### src/rtl/iob_cache_arbiter.sv
// Two-master round-robin arbiter in front of a single cache frontend port.
// One access in flight at a time; the winner's request is latched and held until the cache acks.
module iob_cache_arbiter #(
  parameter int ADDR_W = 32,
  parameter int DATA_W = 32
) (
  input  logic                clk_i,
  input  logic                rst_i,

  input  logic                m0_req_i,
  input  logic [ADDR_W-1:0]   m0_addr_i,
  input  logic [DATA_W-1:0]   m0_wdata_i,
  input  logic [DATA_W/8-1:0] m0_wstrb_i,
  output logic [DATA_W-1:0]   m0_rdata_o,
  output logic                m0_ack_o,

  input  logic                m1_req_i,
  input  logic [ADDR_W-1:0]   m1_addr_i,
  input  logic [DATA_W-1:0]   m1_wdata_i,
  input  logic [DATA_W/8-1:0] m1_wstrb_i,
  output logic [DATA_W-1:0]   m1_rdata_o,
  output logic                m1_ack_o,

  output logic                c_req_o,
  output logic [ADDR_W-1:0]   c_addr_o,
  output logic [DATA_W-1:0]   c_wdata_o,
  output logic [DATA_W/8-1:0] c_wstrb_o,
  input  logic [DATA_W-1:0]   c_rdata_i,
  input  logic                c_ack_i,

  output logic                grant_o,
  output logic                busy_o
);

  typedef enum logic {
    IDLE = 1'b0,
    BUSY = 1'b1
  } state_t;

  state_t              state_q;
  logic                grant_q;
  logic                last_grant_q;
  logic [ADDR_W-1:0]   addr_q;
  logic [DATA_W-1:0]   wdata_q;
  logic [DATA_W/8-1:0] wstrb_q;
  logic                grant_d;

  // On a tie the master that was not served last wins.
  assign grant_d = m1_req_i & (~m0_req_i | ~last_grant_q);

  always_ff @(posedge clk_i) begin
    if (rst_i) begin
      state_q      <= IDLE;
      grant_q      <= 1'b0;
      last_grant_q <= 1'b1;
      addr_q       <= '0;
      wdata_q      <= '0;
      wstrb_q      <= '0;
    end else begin
      case (state_q)
        IDLE: begin
          if (m0_req_i || m1_req_i) begin
            state_q      <= BUSY;
            grant_q      <= grant_d;
            last_grant_q <= grant_d;
            addr_q       <= grant_d ? m1_addr_i  : m0_addr_i;
            wdata_q      <= grant_d ? m1_wdata_i : m0_wdata_i;
            wstrb_q      <= grant_d ? m1_wstrb_i : m0_wstrb_i;
          end
        end
        BUSY: begin
          // Always pass through IDLE so a request still high in its ack cycle is not re-issued.
          if (c_ack_i) begin
            state_q <= IDLE;
          end
        end
      endcase
    end
  end

  assign busy_o     = (state_q == BUSY);
  assign c_req_o    = (state_q == BUSY);
  assign c_addr_o   = addr_q;
  assign c_wdata_o  = wdata_q;
  assign c_wstrb_o  = wstrb_q;
  assign grant_o    = grant_q;

  assign m0_ack_o   = c_ack_i & busy_o & ~grant_q;
  assign m1_ack_o   = c_ack_i & busy_o &  grant_q;
  assign m0_rdata_o = c_rdata_i;
  assign m1_rdata_o = c_rdata_i;

endmodule

### config.mk
export PLATFORM = sky130hd
export DESIGN_NAME = iob_cache_arbiter
export DESIGN_NICKNAME = d
export VERILOG_FILES = /design/src/rtl/iob_cache_arbiter.sv
export SDC_FILE = /design/constraint.sdc
export NUM_CORES = 1
export LEC_CHECK = 0
export ABC_AREA = 1
export BUFFER_PORTS_ARGS = -buffer_cell sky130_fd_sc_hd__buf_2
export CORE_ASPECT_RATIO = 0.6
export CORE_MARGIN = 8
export CORE_UTILIZATION = 40
export CTS_BUF_LIST = sky130_fd_sc_hd__clkbuf_4
export DETAILED_ROUTE_END_ITERATION = 7
export GPL_ROUTABILITY_DRIVEN = 0
export PLACE_DENSITY = 0.83
export SYNTH_ARGS = -nofsm -noshare
export SYNTH_HDL_FRONTEND = slang
export SYNTH_SLANG_ARGS = --single-unit
### constraint.sdc
create_clock -name clk_i -period 1.6 [get_ports clk_i]
set_input_delay 0.16 -clock clk_i [delete_from_list [all_inputs] [get_ports clk_i]]
set_output_delay 0.16 -clock clk_i [all_outputs]
set_load 0.005 [all_outputs]
After elaboration in Yosys (flattened, before gate mapping) --
Cells that the tools add are included.
Word-level totals: word-level logic and storage cells 23, output and inout bits 137, register bits 71, input bits 173
Cells by class: muxes and demuxes 6, bitwise logic cells 9, reductions and logical operators 2
Operator list (number):
- two-way mux 32 bit | 2
- bitwise AND 1 bit | 4
- two-way mux 4 bit | 1
- NOT 1 bit | 4
- two-way mux 1 bit | 2
- one-hot mux 1 bit (2 select lines) | 1
- AND reduction 2 bit | 1
- logical OR 1 bit | 1
- OR 1 bit | 1

Depth between registers and ports, before layout --
depth in word-level cells 4, gate-level depth with buffers 7

Worst setup path before layout --
OpenSTA, ideal clock, no wires.
path kind register to register, start point register state_q (netlist: busy_o), end point register wdata_q[4] (netlist: c_wdata_o[4]), stages on the path, launching flop included 7, buffers on the path 2, arrival 1010 ps, period minus slack after synthesis 1127 ps, slack 473 ps, cells stage by stage dfxtp_1 nor2_4 buf_4 buf_4 nand2_1 nor2_1 nor2_1
On the way: cells in the longest elaborated chain, start to end 2
RTL lines:
- from (decl) | line 40 | state_t state_q;
- from (signal assigned) | line 53 | state_q <= IDLE;
- from (signal assigned) | line 63 | state_q <= BUSY;
- from (signal assigned) | line 74 | state_q <= IDLE;
- NOT 1 bit (no source line)
- AND reduction 2 bit (no source line)
- to (signal assigned) | line 67 | wdata_q <= grant_d ? m1_wdata_i : m0_wdata_i;
- to (decl) | line 44 | logic [DATA_W-1:0] wdata_q;
No other way between the ends. A chain may end at the register's enable or synchronous reset.

Worst setup path after layout --
start point register state_q (netlist: busy_o), end point output port m0_ack_o
On the way: cells in the longest elaborated chain, start to end 2
RTL lines:
- bitwise AND 1 bit (2 in a row) | line 88 | assign m0_ack_o = c_ack_i & busy_o & ~grant_q;
- to (decl) | line 15 | output logic m0_ack_o,
No other way between the ends.

==> run summary <==
Status = finished clean
WL/cell = 12.9 um
Synth cell types = 14
Clock-pin slew on the worst setup and hold paths = 120 ps
Cells after synthesis = 665
CP cell instances = nand2_1 -> nor2_1 -> buf_2
Leakage = 2.92 nW
Placed Area = 0.00471 mm2
FF+latch count, synth = 71
CTS tree = done
Final hold violations = 0
Max Freq = 729 MHz
Antenna cells = 0
Site row count = 28
Via Count = 4,165
Routed wire length = 12,100 um
Grt ovf = 0
NumNets Final = 969
CP endpoint kind = primary output
Crit path kind = reg2out
Post-synthesis average cell area = 6.08 um2
Top cell type's share of synthesized area = 0.352
Non-filler cells, final = 935
Minimum clock period after layout = 1370 ps
Crit path required time = 1440 ps
P&R area growth vs syn = 20.0%
CTS sink count = 71
Vias in the first global route = 3,864
Post_cts resized = 0
Final Cycle Share = 0.858
Post-Syn Area = 0.00404 mm2
RSZ-0062 raised after global routing = no
GRT Resource Usage Total = 0.173
Clk_lat worst skew = 400 ps
Total of warnings raised by yosys = 0
Worst-path maximum fanout = 5
Share of layout cells above drive strength 1 = 0.294
Root Driver = clkbuf_4
Initial Utilization = 0.411
Max cap viols = 0
Peak supply drop = 0.379 mV
Vias per Instance = 4.45
1st-pass router iterations = 5
First-pass GRT wire length = 19,500 um
Slew margin rel. = 0.784
Post-synthesis net count = 838
TritonCTS Buffers = 9
Leading area contributor after synthesis = dfxtp_1
Top cells by area, synth = dfxtp_1, nor2_1, buf_4, nand2_1, o21ai_0
Height of the die = 93.9 um
Final setup fails = 0
Slew @ Worst Pin = 323 ps
CP Launch Type = flop
IO buf count = 213
Highest cell delay on the worst timing path = 440 ps
Critical path's slowest cell = dfxtp_1
Cell Count Post-Placement = 919
Pins Over Slew Limit = 0
CTS H-Tree Depth = 3
Total chip power = 4.16 mW
Sequential share of the synthesized area = 0.352
Pwr per Cell Area = 858 mW/mm2
Fillers = 1,040
Post-route ant nets = 0
Most frequent cells in the layout = buf_2, nor2_1, nand2_1
Die Wd = 146 um
Die area = 0.0137 mm2
Commonest non-fill, non-tap cell in the layout = buf_2
DRC viols = 0
CTS max path bufs = 2
Data arrival, critical path = 1210 ps
TNS Setup = 0 ps
Multi-input logic area = 0.00170 mm2
Antenna violations before repair = 0
Placeable core area = 0.00984 mm2
IO Count = 310
Design area = 0.00485 mm2
Storage element area = 0.00142 mm2
Dpl hpwl = 9530 um
Hold Path Class = in2reg
Core Util, Final = 0.493
Initial DRC count = 211
Largest net degree at the start of global routing = 78
Clk_skew = 17.9 ps
state kept, by name, summed over array words and instances (netlist names):
signal / flops
busy_o: 1
c_wstrb_o: 4
c_addr_o: 32
grant_o: 1
c_wdata_o: 32
last_grant_q: 1
repair_timing:
action	4_1_cts	5_1_grt
setup endpoints to repair	0	0
hold buffers	1	0
buffers inserted	0	0
hold endpoints to repair	1	0
logic make-up after synthesis:
kind of cell | after synthesis | synth area share
and+or+nand+nor | 352 | 0.331
buffers and inverters | 171 | 0.230
DFF | 71 | 0.352
AOI/OAI and AO/OA | 71 | 0.0879
critical path: cells and delay by family, from the launching register on:
family | cells | cell delay (ps)
flops | 1 | 440
simple gates | 2 | 260
buf+inv | 1 | 120
power by group:
| part | switching, mW | internal, mW | total [mW] | leakage (nW) |
|---|---|---|---|---|
| clock | 0.592 | 0.474 | 1.07 | 0.0673 |
| sequential | 0.0883 | 1.95 | 2.04 | 0.590 |
| combinational | 0.590 | 0.470 | 1.06 | 2.26 |
| total | 1.27 | 2.89 | 4.16 | 2.92 |
layer usage:
| layer | track usage | share of wire |
|---|---|---|
| met2 | 0.224 | 0.38 |
| met4 | 0.0336 | 0.0052 |
| met5 | 0.0214 | 0.0035 |
| met3 | 0.111 | 0.14 |
| met1 | 0.230 | 0.47 |
final timing paths:
check                                endpoint  slack (ps)         start  cells past startpoint
worst min register to register   last_grant_q         480  last_grant_q                      2
worst min-delay path              c_addr_o[7]          50  m0_addr_i[7]                      5
worst max-delay path                 m0_ack_o         230        busy_o                      3
worst max register to register  c_wdata_o[27]         380  last_grant_q                      7
cell usage after synthesis:
library cell    n
a21oi_1         2
buf_1           2
buf_2          16
buf_4          71
clkbuf_1       11
dfxtp_1        71
inv_1          71
nand2_1       141
nand2_2         1
nand3_1         2
nor2_1        206
nor2_2          1
nor2_4          1
o21ai_0        69
cell type report:
class                           count  share of cell area
Timing Repair Buffer              220               0.241
Sequential cell                    71               0.293
Tap cell                          135              0.0348
Clock inverter                      5              0.0103
Inverter                           71              0.0550
Clock buffer                       10              0.0155
Multi-Input combinational cell    423               0.350
per-stage QoR:
stage	hold WS [ps]	setup WS [ps]
floorplan	229	473
global placement	320	452
detailed placement	320	425
finish	49.2	228
global route	11.7	113
CTS	2.39	166
Note: power is estimated with default switching activity, not from simulation.
